### config.mk
export PLATFORM = sky130hd
export DESIGN_NAME = ascon_block_packer
export DESIGN_NICKNAME = d
export VERILOG_FILES = /design/src/rtl/ascon_pack.sv /design/src/rtl/ascon_block_packer.sv
export SDC_FILE = /design/constraint.sdc
export NUM_CORES = 1
export LEC_CHECK = 0
export ABC_AREA = 0
export CAP_MARGIN = 10
export CELL_PAD_IN_SITES_DETAIL_PLACEMENT = 2
export CELL_PAD_IN_SITES_GLOBAL_PLACEMENT = 2
export CORE_AREA = 10 10 119 174
export DETAILED_ROUTE_END_ITERATION = 10
export DIE_AREA = 0 0 129 184
export PLACE_DENSITY_LB_ADDON = 0.2
export SLEW_MARGIN = 20
export SYNTH_ARGS = -nofsm -noshare
export SYNTH_HDL_FRONTEND = slang
export SYNTH_SLANG_ARGS = --single-unit
### constraint.sdc
create_clock -name clock_i -period 2.84 [get_ports clock_i]
set_input_delay 0.568 -clock clock_i [delete_from_list [all_inputs] [get_ports clock_i]]
set_output_delay 0.568 -clock clock_i [all_outputs]
set_load 0.01 [all_outputs]
### src/rtl/ascon_pack.sv
// Shared types and constants for the Ascon byte-to-block packer.
package ascon_pack;

  typedef enum logic [1:0] {
    FILL      = 2'd0,
    PAD_EXTRA = 2'd1,
    HOLD      = 2'd2
  } packer_state_t;

  localparam logic [7:0]  PAD_BYTE  = 8'h80;
  localparam logic [63:0] PAD_BLOCK = 64'h8000_0000_0000_0000;

  // Position a byte at slot k of a block, slot 0 being the most significant byte.
  function automatic logic [63:0] place_byte(input logic [7:0] b, input logic [2:0] k);
    place_byte = {56'd0, b} << (6'd56 - {k, 3'b000});
  endfunction

endpackage

### src/rtl/ascon_block_packer.sv
// Ascon byte-to-block packer: gathers plaintext bytes into 64-bit blocks,
// applies 10* padding to the final block, and presents the result through a
// valid/ready output register.
// Optional feature: define ASCON_PACKER_COUNT_EN to add block_count_o, a
// 16-bit wrapping count of transferred blocks.
module ascon_block_packer
  import ascon_pack::*;
(
  input  logic        clock_i,
  input  logic        resetb_i,
  input  logic [7:0]  byte_i,
  input  logic        byte_valid_i,
  input  logic        byte_last_i,
  output logic        byte_ready_o,
  output logic [63:0] block_o,
  output logic        block_valid_o,
  output logic        block_last_o,
  input  logic        block_ready_i
`ifdef ASCON_PACKER_COUNT_EN
  ,
  output logic [15:0] block_count_o
`endif
);

  packer_state_t state_q, state_d;
  logic [2:0]    idx_q, idx_d;
  logic [63:0]   asm_q, asm_d;
  logic          hold_last_q, hold_last_d;   // pending block in asm_q is the final one
  logic          hold_pad_q, hold_pad_d;     // pending block must be followed by PAD_BLOCK
  logic [63:0]   blk_d;
  logic          blk_valid_d, blk_last_d;

  logic          accept_s, xfer_s, out_free_s;
  logic          complete_s, done_last_s, done_pad_s;
  logic [63:0]   merged_s, done_blk_s;

  assign byte_ready_o = (state_q == FILL) && !resetb_i;
  assign accept_s     = byte_valid_i && byte_ready_o;
  assign xfer_s       = block_valid_o && block_ready_i;
  assign out_free_s   = !block_valid_o || block_ready_i;
  assign merged_s     = asm_q | place_byte(byte_i, idx_q);

  // Classify the accepted byte: does it complete a block, and how is that block finished.
  always_comb begin
    complete_s  = 1'b0;
    done_last_s = 1'b0;
    done_pad_s  = 1'b0;
    done_blk_s  = merged_s;
    if (accept_s && byte_last_i && (idx_q != 3'd7)) begin
      complete_s  = 1'b1;
      done_last_s = 1'b1;
      done_blk_s  = merged_s | place_byte(PAD_BYTE, idx_q + 3'd1);
    end else if (accept_s && (idx_q == 3'd7)) begin
      complete_s  = 1'b1;
      done_pad_s  = byte_last_i;
    end else begin
      complete_s  = 1'b0;
    end
  end

  // Next-state and datapath update for the FSM, assembly and output register.
  always_comb begin
    state_d     = state_q;
    idx_d       = idx_q;
    asm_d       = asm_q;
    hold_last_d = hold_last_q;
    hold_pad_d  = hold_pad_q;
    blk_d       = block_o;
    blk_valid_d = block_valid_o && !block_ready_i;
    blk_last_d  = block_last_o;
    case (state_q)
      FILL: begin
        if (complete_s) begin
          idx_d = 3'd0;
          if (out_free_s) begin
            blk_d       = done_blk_s;
            blk_valid_d = 1'b1;
            blk_last_d  = done_last_s;
            asm_d       = 64'd0;
            state_d     = done_pad_s ? PAD_EXTRA : FILL;
          end else begin
            asm_d       = done_blk_s;
            hold_last_d = done_last_s;
            hold_pad_d  = done_pad_s;
            state_d     = HOLD;
          end
        end else if (accept_s) begin
          asm_d = merged_s;
          idx_d = idx_q + 3'd1;
        end else begin
          state_d = FILL;
        end
      end
      HOLD: begin
        if (out_free_s) begin
          blk_d       = asm_q;
          blk_valid_d = 1'b1;
          blk_last_d  = hold_last_q;
          asm_d       = 64'd0;
          state_d     = hold_pad_q ? PAD_EXTRA : FILL;
        end else begin
          state_d = HOLD;
        end
      end
      PAD_EXTRA: begin
        if (out_free_s) begin
          blk_d       = PAD_BLOCK;
          blk_valid_d = 1'b1;
          blk_last_d  = 1'b1;
          state_d     = FILL;
        end else begin
          state_d = PAD_EXTRA;
        end
      end
      default: begin
        state_d = FILL;
      end
    endcase
  end

  // State, assembly and output registers with synchronous reset.
  always_ff @(posedge clock_i) begin
    if (resetb_i) begin
      state_q       <= FILL;
      idx_q         <= 3'd0;
      asm_q         <= 64'd0;
      hold_last_q   <= 1'b0;
      hold_pad_q    <= 1'b0;
      block_o       <= 64'd0;
      block_valid_o <= 1'b0;
      block_last_o  <= 1'b0;
    end else begin
      state_q       <= state_d;
      idx_q         <= idx_d;
      asm_q         <= asm_d;
      hold_last_q   <= hold_last_d;
      hold_pad_q    <= hold_pad_d;
      block_o       <= blk_d;
      block_valid_o <= blk_valid_d;
      block_last_o  <= blk_last_d;
    end
  end

`ifdef ASCON_PACKER_COUNT_EN
  // Count every block handed downstream; wraps naturally at 16 bits.
  always_ff @(posedge clock_i) begin
    if (resetb_i) begin
      block_count_o <= 16'd0;
    end else if (xfer_s) begin
      block_count_o <= block_count_o + 16'd1;
    end else begin
      block_count_o <= block_count_o;
    end
  end
`else
  logic unused_xfer_s;
  assign unused_xfer_s = xfer_s;
`endif

endmodule

# Yosys cells after proc, flatten, opt, wreduce, memory -nomap -nowiden

Index checks and enable logic that the tools add are counted.

Add/subtract/negate cells: 3
Eq/ne operators: 10
Shift operators: 2
Multiplexer cells: 34
Bitwise operators: 3
Reduce and logical (&&, ||, !) cells: 19

Operators with widths:

| operator             | number |
|---|---|
| $mux 64              | 9 |
| $pmux 64 s3          | 1 |
| $or 64x64->64        | 2 |
| $pmux 64 s2          | 1 |
| $shl 8x6->64         | 1 |
| $shl 8x6->64 const A | 1 |
| $mux 1               | 14 |
| $sub 6x6->6 const A  | 2 |
| $ne 3x3->1 const B   | 3 |
| $mux 2               | 4 |
| $ne 2x2->1 const B   | 4 |
| $logic_and 1x1->1    | 6 |
| $mux 3               | 2 |
| $pmux 2 s3           | 1 |
| $reduce_and 3->1     | 2 |
| $reduce_and 5->1     | 1 |
| $reduce_bool 2->1    | 2 |
| $add 3x1->3 const B  | 1 |
| $eq 3x3->1 const B   | 1 |
| $logic_not 1->1      | 3 |
| $pmux 1 s3           | 1 |
| $reduce_bool 3->1    | 1 |
| $eq 2x1->1 const B   | 1 |
| $eq 2x2->1 const B   | 1 |
| other kinds (6)      | 6 |

Register bits: 137
Bits of input ports: 13
Output and inout port bits: 67

# Logic depth before layout (Yosys ltp)

Word-level depth: 10
Gate-level depth with buffers: 10

# Least setup slack after synthesis

Ideal clock, no wire load.

Path kind: register to register
From: reg idx_q[0]
To: reg asm_q[51]
Library setup time: 0.071 ns
Arrival: 1.967 ns
Data required time: 2.769 ns
Setup slack: 0.801 ns
Stages on the path, launching flop included: 11
Path buffers: 4
Period minus slack after synthesis: 2.039 ns
Cells stage by stage: dfxtp_1 -> ha_1 -> ha_1 -> buf_2 -> or2_1 -> buf_2 -> a21o_1 -> a31oi_4 -> buf_6 -> buf_6 -> o2bb2ai_1

Word-level cells in the longest chain between the ends: 8
Elaborated cells on any way between the ends: 20
Those cells by class: add/sub (3); eq/ne (3); shift (2); mux (7); bitwise (2); reduce/logical (3)

Ends and longest elaborated chain:

| element                                       | RTL line                                   | RTL |
|---|---|---|
| start: declaration                            | ascon_block_packer.sv:26                   | `logic [2:0] idx_q, idx_d;` |
| start signal: assignment                      | ascon_block_packer.sv:134                  | `idx_q <= idx_d;` |
| $add 3x1->3 or $sub 6x6->6 (tied branches)    | ascon_block_packer.sv:52, ascon_pack.sv:15 |  |
| $sub 6x6->6 or $shl 8x6->64 (tied branches)   | ascon_pack.sv:15                           | `place_byte = {56'd0, b} << (6'd56 - {k, 3'b000});` |
| $shl 8x6->64 or $or 64x64->64 (tied branches) | ascon_pack.sv:15, ascon_block_packer.sv:41 |  |
| $or 64x64->64                                 | ascon_block_packer.sv:52                   | `done_blk_s = merged_s \| place_byte(PAD_BYTE, idx_q + 3'd1);` |
| $mux 64                                       | ascon_block_packer.sv:49                   | `if (accept_s && byte_last_i && (idx_q != 3'd7)) begin` |
| $mux 64                                       | ascon_block_packer.sv:75                   | `if (out_free_s) begin` |
| $mux 64                                       | ascon_block_packer.sv:73                   | `if (complete_s) begin` |
| $pmux 64 s2                                   | ascon_block_packer.sv:71                   | `case (state_q)` |
| end signal: assignment                        | ascon_block_packer.sv:135                  | `asm_q <= asm_d;` |
| end: declaration                              | ascon_block_packer.sv:27                   | `logic [63:0] asm_q, asm_d;` |

Several ways; a longest one is shown, not always the timed one. The select of a mux whose other input is x is not followed.
A chain may end at the register's enable or synchronous reset.

# Worst setup path in the final report

From: reg state_q[0]
To: out byte_ready_o

Word-level cells in the longest chain between the ends: 2

Ends and longest elaborated chain:

| element                  | RTL line                  | RTL |
|---|---|---|
| start: declaration       | ascon_block_packer.sv:25  | `packer_state_t state_q, state_d;` |
| start signal: assignment | ascon_block_packer.sv:133 | `state_q <= state_d;` |
| $logic_not 2->1          | ascon_block_packer.sv:37  | `assign byte_ready_o = (state_q == FILL) && !resetb_i;` |
| $logic_and 1x1->1        | ascon_block_packer.sv:37  |  |
| end: declaration         | ascon_block_packer.sv:14  | `output logic byte_ready_o,` |

No other way between the ends.

==> results.tsv <==
metric	value	unit
# setup viols final	0	
post-DP HPWL	14650	µm
crit start category	flip-flop	
Setup Buffers After CTS	0	
CTS tree	built	
ratio of cells with drive above 1 in the final layout	10.03	%
dpl cells	869	
Die Span X	129	µm
first-iteration detailed-routing DRC count	306	
status	complete, no violations	
Static Leak	2.398	nW
Syn-to-layout area delta	26.34	%
DR WL/cell	23.13	µm
GRT Util Overall	18.00	%
ANT nets after route	0	
drt first pass iters	4	
htree depth	4	
Flop pwr share	44.8	%
vias in the first global route	5778	
Worst slew margin	47.19	%
clock network power share	48.8	%
Cells after Synth	618	
Clock Pin Slew Worst Setup and Hold Paths	60	ps
switching power	0.001071	W
cell row count	59	
combinational power share	6.3	%
peak supply drop	0.2441	mV
root buf cell	clkbuf_16	
worst path arrival time	1940	ps
R2R cell count	6	
CTS sink cnt	137	
worst hold endpoint	asm_q[60]	
Hold Crit Depth	1	
most frequent cells in the layout	dfxtp_1 (137), o2bb2ai_1 (115), clkdlybuf4s50_1 (78)	
Post-Syn Area	0.005867	mm²
Syn. warnings	0	
unrepaired setup endpoints after global routing	false	
CP Capture Type	output port	
post-CTS sizing	0	
setup slack of the most critical reg-to-reg path	410	ps
Worst Tran Pin Value	789.8	ps
initial antenna violation count	0	
largest net degree at the start of global routing	59	
final WL	20840	µm
Fmax achieved	0.3984	GHz
hold path startpoint	asm_q[60]	
area of the die	0.02374	mm²
post-synth net total	642	
Main synth FF type	dfxtp_1	
clock buffer depth	2	
Post-CTS Hold Fix Bufs	0	
Post-synth EDFFs	0	
R2R Path Start	state_q[0]	
Total Neg Setup Slack	0	ps
gpl congestion	0.8437	
final hold violations	0	
vias per inst	5.731	
period utilization	88.39	%
post-layout min period	2510	ps
Die Span Y	184	µm
IO Pins	80	
worst min path class	reg2reg	
pwr/cell area	587.0	mW/mm²
Layout Skew	7.241	ps
Int Pwr	0.003280	W
Vias	5164	
Mean Syn Cell Area	9.493	µm²
Seq/Total Area, Yosys	46.75	%
CTS buffer count	17	
Ant. Diodes	0	
CORE AREA	0.01742	mm²
reg2reg end	block_o[63]	
Cell variety after synth	51	
FF+latch count, synth	137	
asr flop ratio synth	0	%
port bufs	79	
worst-path maximum fanout	8	
Setup CP Type	reg2out	
Post-route DRC	0	
layout net count	699	
first-pass GRT wire length	33690	µm
Slew Limit Fails	0	
max_cap viols	0	
Initial Utilization	33.68	%
Net Sw Frac	24.60	%
global route overflow	0	
Data required, critical path	2270	ps
commonest non-fill, non-tap cell in the layout	dfxtp_1	
Layout Cells excl Fill	901	
worst skew pair latency	430	ps
## metal layers
| layer | share of wire [%] | global-route usage [%] |
|---|---|---|
| met1 | 40 | 19.98 |
| met2 | 54 | 32.45 |
| met3 | 3.4 | 3.811 |
| met4 | 2.2 | 7.166 |
| met5 | 0 | 0 |
## worst max path at each step
stage / startpoint / to / slack (ps) / depth (start not counted)
floorplan: idx_q[0] / asm_q[51] / 800 / 10
global placement: byte_valid_i / block_o[63] / 240 / 5
detailed placement: byte_valid_i / block_o[63] / 170 / 5
CTS: state_q[0] / byte_ready_o / 300 / 4
global route: state_q[0] / block_o[63] / 170 / 6
finish: state_q[0] / byte_ready_o / 330 / 4
## flip-flops by register name (all words and copies together) (netlist names)
register,count
hold_last_q,1
asm_q,64
block_o,64
block_last_o,1
hold_pad_q,1
idx_q,3
block_valid_o,1
state_q,2
## kinds of logic after synthesis
group	share of synthesized area, %
AO/OA/AOI/OAI	32.63
adder cells (fa/ha/maj)	2.346
buffers and inverters	5.225
flip-flops	46.75
multiplexers	0.1919
AND/OR/NAND/NOR	12.86
## critical path: stages (launching register included)
cell             delay, ps
dfxtp_1                350
inv_1                  100
ha_1                   330
nor2b_1                170
clkdlybuf4s50_1        550
## metrics by stage
step	setup slack, ps	area [µm²]	total power, W	utilization [%]	hold slack [ps]
floorplan	801.3	5867	0.002150	-	427.2
global placement	239.4	6854	0.002256	39.34	445.2
detailed placement	169.3	6854	0.002267	39.34	446.9
CTS	299.2	7412	0.004390	42.55	466.3
global route	167.0	7412	0.004505	42.55	476.9
finish	329.8	7412	0.004351	42.55	463.7
## power by group through the flow
stage	clock, W	sequential (W)	combinational [W]
global route	0.00226	0.00195	0.000298
finish	0.00213	0.00195	0.000275
global placement	0	0.00199	0.000264
CTS	0.00216	0.00195	0.000277
detailed placement	0	0.00199	0.000274
floorplan	0	0.00199	0.000156
## synth_stat cells (all sizes together) (3+ instances only)
cell type  number  area share [%]
a211oi          4            0.60
a21oi          68             5.8
a221o           4            0.68
a22o            5            0.75
a31oi           4            0.68
a32o            6             1.0
buf            21             2.2
clkbuf         42             2.7
dfxtp         137              47
ha             11             2.3
inv             6            0.38
nand2          29             2.0
nand2b         13             1.4
nand3          44             3.8
nand3b          3            0.38
nor2           13            0.83
nor2b          10             1.1
nor3            5            0.51
o21a            3            0.38
o21ai          43             3.7
o2bb2ai       115              17
or3b            4            0.60
## layout make-up
type,count,area (µm²)
clock buffer,22,464.2
timing repair buffer,101,1001
clock inverter,10,93.84
multi-input combinational,412,2821
inverter,6,22.52
tap,213,266.5
sequential,137,2743
fill,1874,10010
Note: power is estimated with default switching activity, not from simulation.
